--- config.mk ---
export PLATFORM = sky130hd
export DESIGN_NAME = cmd_saver
export DESIGN_NICKNAME = d
export VERILOG_FILES = /design/src/rtl/cmd_saver.sv
export SDC_FILE = /design/constraint.sdc
export NUM_CORES = 1
export LEC_CHECK = 0
export BUFFER_PORTS_ARGS = -buffer_cell sky130_fd_sc_hd__buf_2
export CORE_MARGIN = 3
export CORE_UTILIZATION = 25
export CTS_CLUSTER_DIAMETER = 150
export DETAILED_ROUTE_END_ITERATION = 6
export SLEW_MARGIN = 15
export SYNTH_ARGS = -nofsm -noshare
export SYNTH_HDL_FRONTEND = slang
export SYNTH_SLANG_ARGS = --single-unit
--- constraint.sdc ---
create_clock -name clock -period 3.9 [get_ports clock]
set_input_delay 0.585 -clock clock [delete_from_list [all_inputs] [get_ports clock]]
set_output_delay 0.585 -clock clock [all_outputs]
set_load 0.01 [all_outputs]
--- src/rtl/cmd_saver.sv ---
// rtl/cmd_saver.sv - TRS-80 /CMD encoder: streams a RAM range as load blocks plus a transfer block
module cmd_saver #(
  parameter int ADDR    = 16,
  parameter int MEM_LAT = 1
) (
  input  logic            clock,
  input  logic            reset,
  input  logic            start,
  input  logic            abort,
  input  logic [ADDR-1:0] start_addr,
  input  logic [ADDR-1:0] end_addr,
  input  logic [ADDR-1:0] exec_addr,
  output logic            mem_rd,
  output logic [ADDR-1:0] mem_addr,
  input  logic [7:0]      mem_data,
  output logic            out_valid,
  output logic [7:0]      out_data,
  input  logic            out_ready,
  output logic            busy,
  output logic            done,
  output logic            error
);

  typedef enum logic [3:0] {
    S_IDLE,
    S_HDR_TYPE,
    S_HDR_LEN,
    S_HDR_LSB,
    S_HDR_MSB,
    S_RD_REQ,
    S_RD_WAIT,
    S_DATA,
    S_EXE_TYPE,
    S_EXE_LEN,
    S_EXE_LSB,
    S_EXE_MSB,
    S_DONE
  } state_t;

  state_t          r_state;
  logic [ADDR:0]   r_rem;
  logic [ADDR-1:0] r_cur;
  logic [ADDR-1:0] r_exec;
  logic [8:0]      r_blk;
  logic [7:0]      r_lat;
  logic            r_mem_rd;
  logic            r_out_valid;
  logic [7:0]      r_out_data;
  logic            r_busy;
  logic            r_done;
  logic            r_error;

  logic            w_accept;
  logic [ADDR:0]   w_range;
  logic [8:0]      w_blk_n;
  logic [7:0]      w_len;
  logic            w_last_in_blk;
  logic            w_last_byte;

  assign w_accept      = r_out_valid & out_ready;
  assign w_range       = {1'b0, end_addr} - {1'b0, start_addr} + (ADDR+1)'(1);
  assign w_last_in_blk = (r_blk == 9'd1);
  assign w_last_byte   = (r_rem == (ADDR+1)'(1));

  // A 255-byte block would need length byte 0x01, which the loader reads
  // differently, so a 255 remainder is split as 128 + 127.
  always_comb begin
    w_blk_n = r_rem[8:0];
    if (r_rem == (ADDR+1)'(255)) begin
      w_blk_n = 9'd128;
    end else if (r_rem >= (ADDR+1)'(256)) begin
      w_blk_n = 9'd256;
    end
  end

  assign w_len = w_blk_n[7:0] + 8'd2;

  always_ff @(posedge clock or posedge reset) begin
    if (reset) begin
      r_state     <= S_IDLE;
      r_rem       <= '0;
      r_cur       <= '0;
      r_exec      <= '0;
      r_blk       <= '0;
      r_lat       <= '0;
      r_mem_rd    <= 1'b0;
      r_out_valid <= 1'b0;
      r_out_data  <= '0;
      r_busy      <= 1'b0;
      r_done      <= 1'b0;
      r_error     <= 1'b0;
    end else begin
      r_mem_rd <= 1'b0;
      r_done   <= 1'b0;
      r_error  <= 1'b0;
      if (abort) begin
        r_state     <= S_IDLE;
        r_out_valid <= 1'b0;
        r_busy      <= 1'b0;
      end else begin
        case (r_state)
          S_IDLE: begin
            if (start) begin
              if (end_addr < start_addr) begin
                r_error <= 1'b1;
              end else begin
                r_rem       <= w_range;
                r_cur       <= start_addr;
                r_exec      <= exec_addr;
                r_busy      <= 1'b1;
                r_out_valid <= 1'b1;
                r_out_data  <= 8'h01;
                r_state     <= S_HDR_TYPE;
              end
            end
          end
          S_HDR_TYPE: begin
            if (w_accept) begin
              r_out_data <= w_len;
              r_blk      <= w_blk_n;
              r_state    <= S_HDR_LEN;
            end
          end
          S_HDR_LEN: begin
            if (w_accept) begin
              r_out_data <= r_cur[7:0];
              r_state    <= S_HDR_LSB;
            end
          end
          S_HDR_LSB: begin
            if (w_accept) begin
              r_out_data <= r_cur[15:8];
              r_state    <= S_HDR_MSB;
            end
          end
          S_HDR_MSB: begin
            if (w_accept) begin
              r_out_valid <= 1'b0;
              r_mem_rd    <= 1'b1;
              r_state     <= S_RD_REQ;
            end
          end
          S_RD_REQ: begin
            r_lat   <= 8'd1;
            r_state <= S_RD_WAIT;
          end
          S_RD_WAIT: begin
            if (r_lat == 8'(MEM_LAT)) begin
              r_out_data  <= mem_data;
              r_out_valid <= 1'b1;
              r_state     <= S_DATA;
            end else begin
              r_lat <= r_lat + 8'd1;
            end
          end
          S_DATA: begin
            if (w_accept) begin
              r_cur <= r_cur + ADDR'(1);
              r_rem <= r_rem - (ADDR+1)'(1);
              r_blk <= r_blk - 9'd1;
              if (!w_last_in_blk) begin
                r_out_valid <= 1'b0;
                r_mem_rd    <= 1'b1;
                r_state     <= S_RD_REQ;
              end else if (!w_last_byte) begin
                r_out_data <= 8'h01;
                r_state    <= S_HDR_TYPE;
              end else begin
                r_out_data <= 8'h02;
                r_state    <= S_EXE_TYPE;
              end
            end
          end
          S_EXE_TYPE: begin
            if (w_accept) begin
              r_out_data <= 8'h02;
              r_state    <= S_EXE_LEN;
            end
          end
          S_EXE_LEN: begin
            if (w_accept) begin
              r_out_data <= r_exec[7:0];
              r_state    <= S_EXE_LSB;
            end
          end
          S_EXE_LSB: begin
            if (w_accept) begin
              r_out_data <= r_exec[15:8];
              r_state    <= S_EXE_MSB;
            end
          end
          S_EXE_MSB: begin
            if (w_accept) begin
              r_out_valid <= 1'b0;
              r_done      <= 1'b1;
              r_state     <= S_DONE;
            end
          end
          S_DONE: begin
            r_busy  <= 1'b0;
            r_state <= S_IDLE;
          end
          default: begin
            r_state <= S_IDLE;
          end
        endcase
      end
    end
  end

  assign mem_rd    = r_mem_rd;
  assign mem_addr  = r_cur;
  assign out_valid = r_out_valid;
  assign out_data  = r_out_data;
  assign busy      = r_busy;
  assign done      = r_done;
  assign error     = r_error;

endmodule

* Word level (Yosys, flattened, before mapping)
Index checks and enable logic that the tools add are counted.
Widths: inputs -> output; s select.
** Word-level totals
- Register bits after elaboration :: 83
- Input port bits :: 61
- Output and inout port bits :: 29
- Logic and storage cells :: 147
** Operators by class
- Add/sub/neg operators :: 7
- Order comparisons :: 2
- Equality and inequality tests :: 42
- Muxes and demuxes :: 65
- Bitwise gates (word level) :: 3
- Reductions and logical operators :: 16
** Operators with widths (number)
- $mux 8 :: 12
- $pmux 8 s9 :: 1
- $mux 4 :: 15
- $mux 17 :: 3
- $mux 16 :: 3
- $pmux 4 s12 :: 1
- $ne 3x3->1 const B :: 13
- $mux 9 :: 4
- $pmux 17 s2 :: 1
- $pmux 16 s2 :: 1
- $ne 2x2->1 const B :: 12
- $eq 4x4->1 const B :: 5
- $mux 1 :: 18
- $pmux 9 s2 :: 1
- $add 17x1->17 const B :: 1
- $eq 17x1->1 const B :: 1
- $eq 17x8->1 const B :: 1
- $ge 17x9->1 const B :: 1
- $sub 16x16->17 :: 1
- $sub 17x1->17 const B :: 1
- $add 16x1->16 const B :: 1
- $eq 4x3->1 const B :: 4
- $lt 16x16->1 :: 1
- $pmux 8 s2 :: 1
- 25 further kinds :: 32

* Logic depth before layout (Yosys ltp)
Gate-level depths: netlist of run 1.
- Depth after elaboration :: 6
- Depth in mapped cells :: 13
- Gate-level depth less buffers :: 13

* Worst setup path after synthesis of run 1
OpenSTA, ideal clock, no wires.
- Kind :: register -> register
- Start point :: reg r_rem[11]
- End point :: reg r_out_data[2] (netlist: out_data[2])
- Setup time :: 125 ps
- Arrival time :: 2646 ps
- Data required time :: 3775 ps
- Setup slack :: 1130 ps
- Cell stages (with the launch flop) :: 11
- Buffers on the path :: 0
- Period minus slack after synthesis :: 2770 ps
- Cells stage by stage :: dfrtp_1 or4_4 nor4_2 o21a_2 and2_1 ha_1 a22oi_1 nor2_1 a31oi_1 o22ai_1 mux2_2
** On the way
- Cells in the longest elaborated chain, start to end :: 6
- Elaborated cells on any way between the ends :: 7
- Those cells by class :: add/sub: 1; order compare: 1; eq/ne: 1; mux: 4
** Ends and longest elaborated chain
- from (decl) :: line 41 : logic [ADDR:0] r_rem;
- from (signal assigned) :: line 107 : r_rem <= w_range;
- from (signal assigned) :: line 159 : r_rem <= r_rem - (ADDR+1)'(1);
- $ge 17x9->1 :: line 71 : end else if (r_rem >= (ADDR+1)'(256)) begin
- $mux 9 :: line 71
- $mux 9 (*) :: line 69 : if (r_rem == (ADDR+1)'(255)) begin
- $add 8x2->8 (*) :: line 76 : assign w_len = w_blk_n[7:0] + 8'd2;
- $mux 8 (*) :: line 118 : if (w_accept) begin
- $pmux 8 s9 (*) :: line 101 : case (r_state)
- to (signal assigned) :: line 119 : r_out_data <= w_len;
- to (signal assigned) :: line 126 : r_out_data <= r_cur[7:0];
- to (signal assigned) :: line 132 : r_out_data <= r_cur[15:8];
- to (decl) :: line 48 : logic [7:0] r_out_data;
Mark *: on every way between the ends. The rest lies on a longest branch, timed or not. The select of a mux whose other input is x is not followed.
A chain may end at the register's enable or synchronous reset.

* Worst setup path in the final report of run 1
Same ends and word-level chain as after synthesis.

==> results of run 1 <==
-- worst paths after layout --
kind                         startpoint  slack, ns  cells past startpoint           to
setup / recovery              r_rem[11]       0.78                     11  out_data[2]
hold / removal                    reset       0.24                      2     r_blk[6]
setup reg to reg              r_rem[11]       0.78                     11  out_data[2]
hold reg to reg               r_exec[6]       0.50                      1    r_exec[6]
max in group asynchronous         reset       2.83                      3    r_exec[5]
min in group clock         exec_addr[6]       0.44                      2    r_exec[6]
-- cells by family (layout without fill, tap and decap cells) --
logic type      count (synthesis)  in the layout  synth area share
mux                            32             32            0.0557
compound gates                224            224             0.234
fa+ha+maj                      51             51             0.109
other cells                     0              1                 0
xor+xnor                       23             23            0.0316
buf+inv                        81            163            0.0498
simple gates                  249            249             0.194
flops                          83             83             0.326
-- metal layers --
layer | part of all wire | GRT usage
met5 | 0 | 0
met4 | 0.019 | 0.0391
met2 | 0.49 | 0.236
met1 | 0.46 | 0.185
met3 | 0.037 | 0.0231
-- flip-flops by register name (all words and copies together), names as in the netlist --
name	cells
mem_rd	1
out_valid	1
r_blk	9
mem_addr	16
r_state	4
done	1
r_exec	16
r_rem	17
r_lat	8
error	1
busy	1
out_data	8
-- power groups by stage --
stage	sequential, W	combinational, W	clock (W)
floorplan	0.00148	0.00117	0
global placement	0.00157	0.00169	0
detailed placement	0.00157	0.00172	0
CTS	0.00156	0.00173	0.000930
global route	0.00161	0.00191	0.000961
finish	0.00157	0.00171	0.000911
-- critical path, delay by kind of cell, from the launching register on --
kind / cells / cell delay [ns]
adder cells (fa/ha/maj): 1 / 0.27
buffers and inverters: 1 / 0.19
AND/OR/NAND/NOR: 4 / 1.15
AO/OA/AOI/OAI: 4 / 0.68
flip-flops: 1 / 0.44
multiplexers: 1 / 0.27
-- cell usage after synthesis, types with 6 or more instances --
library cell	n
nor2b_1	12
o22ai_1	11
o21ai_1	17
or3_1	9
ha_1	43
nor3_1	26
fa_1	8
a31oi_1	17
o21a_1	9
nand3_1	32
dfrtp_1	83
nand2b_1	8
a2bb2oi_1	7
xnor2_1	13
a21oi_1	50
nor2_1	66
o22a_1	8
xor2_1	10
o21ai_0	38
mux2_1	7
clkbuf_1	28
o211ai_1	8
and3_1	8
mux2_2	21
a22oi_1	10
inv_1	42
nand4_1	6
nand2_1	49
-- per-stage QoR --
| stage | hold slack (ns) | power (W) |
|---|---|---|
| 3_5_place_dp | 0.486 | 0.00329 |
| 5_1_grt | 0.291 | 0.00448 |
| 4_1_cts | 0.267 | 0.00422 |
| 6_report | 0.244 | 0.00418 |
| 2_1_floorplan | 0.465 | 0.00264 |
| 3_3_place_gp | 0.475 | 0.00326 |
-- layout make-up --
cell class | count | area, µm²
inverters | 42 | 159
repair buffers | 105 | 566
diodes | 1 | 2.50
clock inverters | 7 | 83.8
well taps | 324 | 405
multi-input cells | 579 | 3990
flip-flops and latches | 83 | 2080
clock buffers | 9 | 225
fillers | 2679 | 17200
==> flow_metrics.py, run 1 <==
metrics = {
    "sta": {
        "slew_viol_final": 0,
        "tightest_slew_ns": 0.893,
        "fin_setup_tns_ns": 0,
        "max_freq_mhz": 320,
        "slew_headroom": 0.404,
        "fin_crit_ns": 3.12,
        "setup_violations": 0,
        "finalHoldViolations": 0,
        "fin_ws_ns": 0.777,
        "finClkSkew_ns": 0.0136,
        "period_share": 0.801,
        "grt_setup_unrepaired": "no",
    },
    "setup_path": {
        "max_stage_delay_ns": 0.59,
        "path_cells": "or4_4 -> nor4_2 -> buf_4 -> o21a_2 -> and2_1 -> ha_1 -> a22oi_1 -> nor2_1 -> a31oi_1 -> o22ai_1 -> mux2_2",
        "cp_data_required_time_ns": 4.15,
        "critPathMaxFanout": 9,
        "cp-end-kind": "register",
        "slowest_stage": "or4_4",
        "arrival_ns": 3.37,
        "worstSetupPathType": "register to register",
        "critPathLaunchType": "register",
    },
    "grt": {
        "grt_pass1_wl_um": 31300,
        "antenna_found_initial": 0,
        "overflow": 0,
        "grt.total_usage": 0.140,
        "grt_pass1_vias": 5660,
        "grt_max_degree": 60,
    },
    "power_and_ir_drop": {
        "leakagePower_nw": 3.27,
        "p_per_area_nw_per_um2": 557,
        "p_int_w": 0.00243,
        "p_sw_frac": 0.419,
        "p_comb_frac": 0.408,
        "ir_worst_vdd_mv": 0.170,
        "p_seq_frac": 0.374,
        "p_switching_w": 0.00175,
        "clockPowerShare": 0.218,
    },
    "floorplanning": {
        "rows": 57,
        "start_util": 0.259,
        "fp.dieW_um": 166,
        "core-area_um2": 24700,
        "die_area_um2": 27500,
        "die_h_um": 166,
        "pin_count": 90,
    },
    "yosys": {
        "synthFlopType": "dfrtp_1",
        "syn-instance-count": 743,
        "yosysUniqueCellTypes": 72,
        "yosysWarnings": 0,
        "ys_async_sr_fraction": 1.00,
        "ys_seq_elements": 83,
        "yosysTopAreaCellShare": 0.326,
        "ys_seq_area_frac": 0.326,
        "avgSynthCellArea_um2": 8.59,
        "ys_top_cells_by_area": "dfrtp_1 (33%), ha_1 (8.4%), a21oi_1 (3.9%)",
        "synth_edf_count": 0,
        "syn_area_um2": 6380,
        "synth_nets": 855,
        "yosys.area.top_type": "dfrtp_1",
    },
    "cts": {
        "clk_pin_slew_worst_paths_ns": 0.07,
        "cts.sinks": 83,
        "cts_buffer_depth": 2,
        "insertion_delay_ns": 0.36,
        "numCtsBuffers": 9,
        "cts-root-buf": "clkbuf_16",
        "htreeDepth": 3,
        "hold_buffers": 0,
        "cts_resized": 0,
        "cts_tree": "done",
        "cts_setup_buffers": 0,
    },
    "hold_path": {
        "hold_path_class": "primary input to async pin",
    },
    "final_layout": {
        "layout_commonest_cell": "buf_2",
        "stdcell_count": 1150,
        "final_cell_mix": "buf_2 (89), dfrtp_1 (83), nor2_1 (66)",
        "final_util": 0.304,
        "design_area_um2": 7510,
        "area_delta_synth_final_pct": 17.7,
        "drive_gt1_frac": 0.193,
        "fin_nets": 932,
    },
    "placed_design": {
        "io_buffer_count": 89,
        "place_area_um2": 7200,
        "dp_hpwl_um": 14900,
        "gp_congestion": 0.867,
        "place_inst": 1133,
        "place_ws_ns": 0.453,
    },
    "detailed_routing": {
        "wl_per_cell_um": 16.9,
        "first_pass_iters": 5,
        "num_vias": 5875,
        "drc": 0,
        "vias_per_cell": 5.11,
        "drt_wl_total_um": 19400,
        "drt_iter0_markers": 412,
        "antenna_left": 0,
    },
    "job": {
        "maxCapViolCount": 0,
    },
    "outcome": {
        "status": "completed",
    },
}
Note: power is estimated with default switching activity, not from simulation.
==> inputs of run 2 (changes only) <==
==> constraint.sdc (replaced) <==
create_clock -name clock -period 2.9 [get_ports clock]
set_input_delay 0.435 -clock clock [delete_from_list [all_inputs] [get_ports clock]]
set_output_delay 0.435 -clock clock [all_outputs]
set_load 0.01 [all_outputs]
==> run 2 against run 1 <==
Final cell count grew 2.7%. Worst setup slack lost 0.60 ns. First-iteration DRC count shrank 19%. Die area is the same. Count of clock-buffer cells in the layout is the same. Sequential cell count is the same. Worst hold slack lost 0.064 ns. Power grew 43%. Highest routed layer is now met5.
==> flow_metrics.py, run 2 (same netlist as run 1, synthesis figures left out) <==
metrics = {
    "power_and_ir_drop": {
        "power_w": 0.00599,
        "ir_worst_vdd_mv": 0.294,
        "leakagePower_nw": 3.47,
        "p_per_area_nw_per_um2": 765,
    },
    "setup_path": {
        "path_cells": "or4_4 -> nor4_4 -> o21a_2 -> and2_1 -> ha_1 -> a22oi_1 -> nor2_1 -> a31oi_1 -> o22ai_1 -> mux2_2",
        "max_stage_delay_ns": 0.56,
        "slowest_stage": "or4_4",
        "arrival_ns": 2.97,
        "critPathMaxFanout": 4,
        "r2r-end": "out_data[2]",
        "reg2reg_depth": 10,
        "critPathLaunchType": "register",
        "r2r_start": "r_rem[11]",
        "cp-end-kind": "register",
        "reg2reg_setup_slack_ns": 0.18,
        "worstSetupPathType": "register to register",
        "cp_data_required_time_ns": 3.15,
    },
    "outcome": {
        "status": "completed",
    },
    "cts": {
        "cts_resized": 0,
        "htreeDepth": 3,
        "cts_buffer_depth": 2,
        "numCtsBuffers": 9,
        "insertion_delay_ns": 0.36,
        "clk_pin_slew_worst_paths_ns": 0.07,
        "cts_tree": "done",
        "cts.sinks": 83,
        "cts_setup_buffers": 0,
        "hold_buffers": 0,
        "cts-root-buf": "clkbuf_16",
    },
    "floorplanning": {
        "start_util": 0.259,
        "die_h_um": 166,
        "pin_count": 90,
        "rows": 57,
        "core-area_um2": 24700,
        "fp.dieW_um": 166,
        "die_area_um2": 27500,
    },
    "detailed_routing": {
        "first_pass_iters": 5,
        "topRoutingLayerUsed": "met5",
        "antenna_left": 0,
        "num_vias": 6014,
        "wl_met1_um": 8910,
        "wl_per_cell_um": 16.8,
        "vias_per_cell": 5.09,
        "drt_iter0_markers": 335,
        "drc": 0,
        "wl_met3_um": 854,
        "drt_wl_total_um": 19800,
        "wl_met2_um": 9390,
    },
    "sta": {
        "finClkSkew_ns": 0.00978,
        "slew_headroom": 0.501,
        "fin_crit_ns": 2.72,
        "finalHoldViolations": 0,
        "period_share": 0.938,
        "slew_viol_final": 0,
        "setup_violations": 0,
        "grt_setup_unrepaired": "no",
        "fin_setup_tns_ns": 0,
        "fin_ws_ns": 0.181,
        "tightest_slew_ns": 0.748,
        "max_freq_mhz": 368,
    },
    "grt": {
        "antenna_found_initial": 1,
        "grt_max_degree": 60,
        "grt_pass1_wl_um": 32000,
        "overflow": 0,
        "grt.total_usage": 0.143,
        "grt_pass1_vias": 5950,
    },
    "final_layout": {
        "num-fill-cells": 2679,
        "drive_gt1_frac": 0.223,
        "layout_commonest_cell": "buf_2",
        "antenna_cells": 0,
        "final_util": 0.317,
        "final_cell_mix": "buf_2 (89), dfrtp_1 (83), nor2_1 (66)",
        "design_area_um2": 7830,
        "area_delta_synth_final_pct": 22.8,
        "fin_nets": 964,
        "top_register": "r_rem",
        "largest_reg_flops": 17,
    },
    "placed_design": {
        "place_area_um2": 7470,
        "io_buffer_count": 89,
        "place_ws_ns": -0.0595,
        "gp_congestion": 0.843,
        "dp_hpwl_um": 15300,
    },
    "job": {
        "maxCapViolCount": 0,
    },
    "hold_path": {
        "hold_path_class": "primary input to async pin",
    },
}
-- run 2: cell types whose count changed in the layout (fill, tap and decap cells not counted), sizes merged --
cell / change
inv: -1
diode: -1
clkinvlp: -1
bufinv: +2
buf: +32
-- run 2: worst max-delay path by stage --
stage | start | to | cells past startpoint
2_1_floorplan | r_rem[11] | out_data[2] | 10
3_3_place_gp | start_addr[1] | r_rem[11] | 14
3_5_place_dp | start_addr[1] | r_rem[11] | 14
4_1_cts | r_rem[11] | out_data[2] | 10
5_1_grt | r_rem[11] | out_data[2] | 10
6_report | r_rem[11] | out_data[2] | 10
-- run 2: layout make-up --
cell class	count	area, µm²	share of cell area
Clock inverter	7	124	0.0158
Timing Repair Buffer	137	843	0.108
Sequential cell	83	2080	0.265
Inverter	42	159	0.0203
Multi-Input combinational cell	579	4000	0.511
Tap cell	324	405	0.0518
Clock buffer	9	225	0.0288
-- run 2: per-layer routing --
layer	up-vias	GRT usage
li1	2934	-
met2	148	0.235
met1	2895	0.186
met4	2	0.0611
met5	-	0
met3	35	0.0262
-- run 2: critical path: cells and delay by family, from the launching register on --
| family | cells | cell delay (ns) |
|---|---|---|
| AO/OA/AOI/OAI | 4 | 0.69 |
| adder cells (fa/ha/maj) | 1 | 0.24 |
| flip-flops | 1 | 0.39 |
| multiplexers | 1 | 0.27 |
| AND/OR/NAND/NOR | 4 | 1.01 |
-- run 2: metrics by stage --
step	hold slack (ns)	instances
2_1_floorplan	0.465	743
3_3_place_gp	0.476	1165
3_5_place_dp	0.485	1165
4_1_cts	0.203	1181
5_1_grt	0.241	1181
6_report	0.181	1181
-- run 2: report_power, final --
group / switching, W / internal [W]
clock: 0.000527 / 0.000851
sequential: 0.000472 / 0.00159
combinational: 0.00140 / 0.00115
total: 0.00240 / 0.00359
==> inputs of run 3 (changes only) <==
--- a/config.mk
+++ b/config.mk
@@ -9,6 +9,7 @@
 export CORE_MARGIN = 3
 export CORE_UTILIZATION = 25
 export CTS_CLUSTER_DIAMETER = 150
+export CTS_CLUSTER_SIZE = 14
 export DETAILED_ROUTE_END_ITERATION = 6
 export SLEW_MARGIN = 15
 export SYNTH_ARGS = -nofsm -noshare
==> constraint.sdc (replaced) <==
create_clock -name clock -period 2.9 [get_ports clock]
set_input_delay 0 -clock clock [delete_from_list [all_inputs] [get_ports clock]]
set_output_delay 0 -clock clock [all_outputs]
set_load 0.01 [all_outputs]
==> run 3 against run 2 <==
Sequential power hardly changed. Non-clock buffer count is 9 higher. Routed wire length is 1.4% higher. Via count is 0.73% higher. Highest routed layer is now met4.
==> flow_metrics.py, run 3 (same netlist as run 1, synthesis figures left out) <==
metrics = {
    "setup_path": {
        "worstSetupPathType": "register to register",
        "critPathMaxFanout": 5,
        "max_stage_delay_ns": 0.58,
        "cp-end-kind": "register",
        "critPathBufInv": 0,
        "reg2reg_depth": 10,
        "path_depth": 10,
        "slowest_stage": "or4_4",
        "critPathTopFamily": "simple AND/OR/NAND/NOR gates",
        "arrival_ns": 2.96,
        "r2r_start": "r_rem[11]",
        "cp_data_required_time_ns": 3.13,
        "r2r-end": "out_data[2]",
        "path_cells": "or4_4 -> nor4_4 -> o21a_2 -> and2_1 -> ha_1 -> a22oi_1 -> nor2_1 -> a31oi_1 -> o22ai_1 -> mux2_2",
        "critPathLaunchType": "register",
        "reg2reg_setup_slack_ns": 0.18,
    },
    "cts": {
        "cts-root-buf": "clkbuf_16",
        "clk_pin_slew_worst_paths_ns": 0.07,
        "cts_buffer_depth": 2,
        "cts.sinks": 83,
        "insertion_delay_ns": 0.35,
        "cts_tree": "done",
        "htreeDepth": 3,
        "numCtsBuffers": 9,
    },
    "floorplanning": {
        "die_area_um2": 27500,
        "pin_count": 90,
        "die_h_um": 166,
        "rows": 57,
        "fp.dieW_um": 166,
        "core-area_um2": 24700,
        "start_util": 0.259,
    },
    "power_and_ir_drop": {
        "clockPowerShare": 0.215,
        "p_per_area_nw_per_um2": 729,
        "p_seq_frac": 0.361,
        "power_w": 0.00580,
        "leakagePower_nw": 3.50,
        "p_sw_frac": 0.404,
        "p_comb_frac": 0.424,
        "p_int_w": 0.00345,
        "p_switching_w": 0.00234,
        "ir_worst_vdd_mv": 0.243,
    },
    "hold_path": {
        "hold_depth": 3,
        "min_to": "mem_addr[6]",
        "hold_path_class": "primary input to register",
        "hold_start": "start_addr[6]",
    },
    "detailed_routing": {
        "drt_wl_total_um": 20100,
        "wl_per_cell_um": 16.9,
        "num_vias": 6058,
        "drc": 0,
        "wl_met3_um": 753,
        "wl_met1_um": 9080,
        "antenna_left": 0,
        "vias_per_cell": 5.09,
        "topRoutingLayerUsed": "met4",
        "first_pass_iters": 5,
        "drt_iter0_markers": 375,
        "wl_met2_um": 9780,
    },
    "sta": {
        "period_share": 0.939,
        "slew_headroom": 0.485,
        "slew_viol_final": 0,
        "finClkSkew_ns": 0.0101,
        "fin_setup_tns_ns": 0,
        "tightest_slew_ns": 0.772,
        "max_freq_mhz": 367,
        "setup_violations": 0,
        "grt_setup_unrepaired": "no",
        "finalHoldViolations": 0,
        "fin_crit_ns": 2.72,
    },
    "grt": {
        "grt.total_usage": 0.147,
        "overflow": 0,
        "antenna_found_initial": 0,
        "grt_pass1_vias": 6033,
        "grt_pass1_wl_um": 33100,
        "grt_max_degree": 60,
    },
    "final_layout": {
        "stdcell_count": 1190,
        "antenna_cells": 0,
        "area_delta_synth_final_pct": 24.6,
        "top_register": "r_rem",
        "num-fill-cells": 2647,
        "layout_commonest_cell": "buf_2",
        "final_util": 0.322,
        "design_area_um2": 7950,
        "multi_input_area_um2": 4010,
        "largest_reg_flops": 17,
        "drive_gt1_frac": 0.202,
        "regArea_um2": 2080,
        "final_cell_mix": "buf_2 (89), dfrtp_1 (83), nor2_1 (66)",
        "fin_nets": 973,
    },
    "placed_design": {
        "dp_hpwl_um": 15400,
        "io_buffer_count": 89,
        "place_inst": 1148,
        "gp_congestion": 0.923,
        "place_area_um2": 7350,
    },
    "outcome": {
        "status": "completed",
    },
    "job": {
        "maxCapViolCount": 0,
    },
}
run 3: changes by cell type in the layout (fill, tap and decap cells not counted), moves of 2 or more:
cell | before | now
bufinv_16 | 3 | 1
buf_4 | 45 | 28
clkbuf_8 | 0 | 4
dlygate4sd3_1 | 0 | 26
run 3: layout make-up:
class	count	share of cell area
clock inverters	3	0.00551
flip-flops and latches	83	0.261
well taps	324	0.0510
multi-input cells	579	0.504
clock buffers	13	0.0352
inverters	42	0.0200
repair buffers	146	0.123
run 3: what timing repair did:
item                       CTS  global route
setup buffers                0             0
setup endpoints to repair    0             6
hold endpoints to repair    64             0
resized for setup            0             4
hold buffers                26             0
run 3: through the flow:
step                      worst slack [ns]  hold slack [ns]
after floorplan                      0.130            0.132
after global placement               0.247            0.159
after detailed placement             0.126            0.167
after CTS                            0.118          0.00359
after global routing               0.00229           0.0435
final                                0.178           0.0144
run 3: layer usage:
layer | global-route usage | up-vias
met4 | 0.0452 | 0
li1 | - | 2951
met5 | 0 | -
met1 | 0.196 | 2916
met3 | 0.0238 | 33
met2 | 0.246 | 158
run 3: power groups by stage:
stage / Sequential (W) / Combinational, W / Clock [W]
2_1_floorplan: 0.00199 / 0.00157 / 0
3_3_place_gp: 0.00209 / 0.00240 / 0
3_5_place_dp: 0.00210 / 0.00242 / 0
4_1_cts: 0.00209 / 0.00246 / 0.00127
5_1_grt: 0.00216 / 0.00274 / 0.00132
6_report: 0.00209 / 0.00246 / 0.00125
run 3: worst register-to-register path, cell delays in order (launching register included):
cell,delay [ns]
dfrtp_1,0.38
or4_4,0.58
nor4_4,0.28
o21a_2,0.23
and2_1,0.17
ha_1,0.23
a22oi_1,0.16
nor2_1,0.07
a31oi_1,0.14
o22ai_1,0.09
mux2_2,0.28
run 3: how the worst max path moves through the flow:
stage,startpoint,to,slack [ns]
detailed placement,r_rem[11],out_data[2],0.13
global placement,r_rem[11],out_data[2],0.25
global route,start_addr[1],r_rem[16],0.002
finish,r_rem[11],out_data[2],0.18
CTS,r_rem[11],out_data[2],0.12
floorplan,r_rem[11],out_data[2],0.13
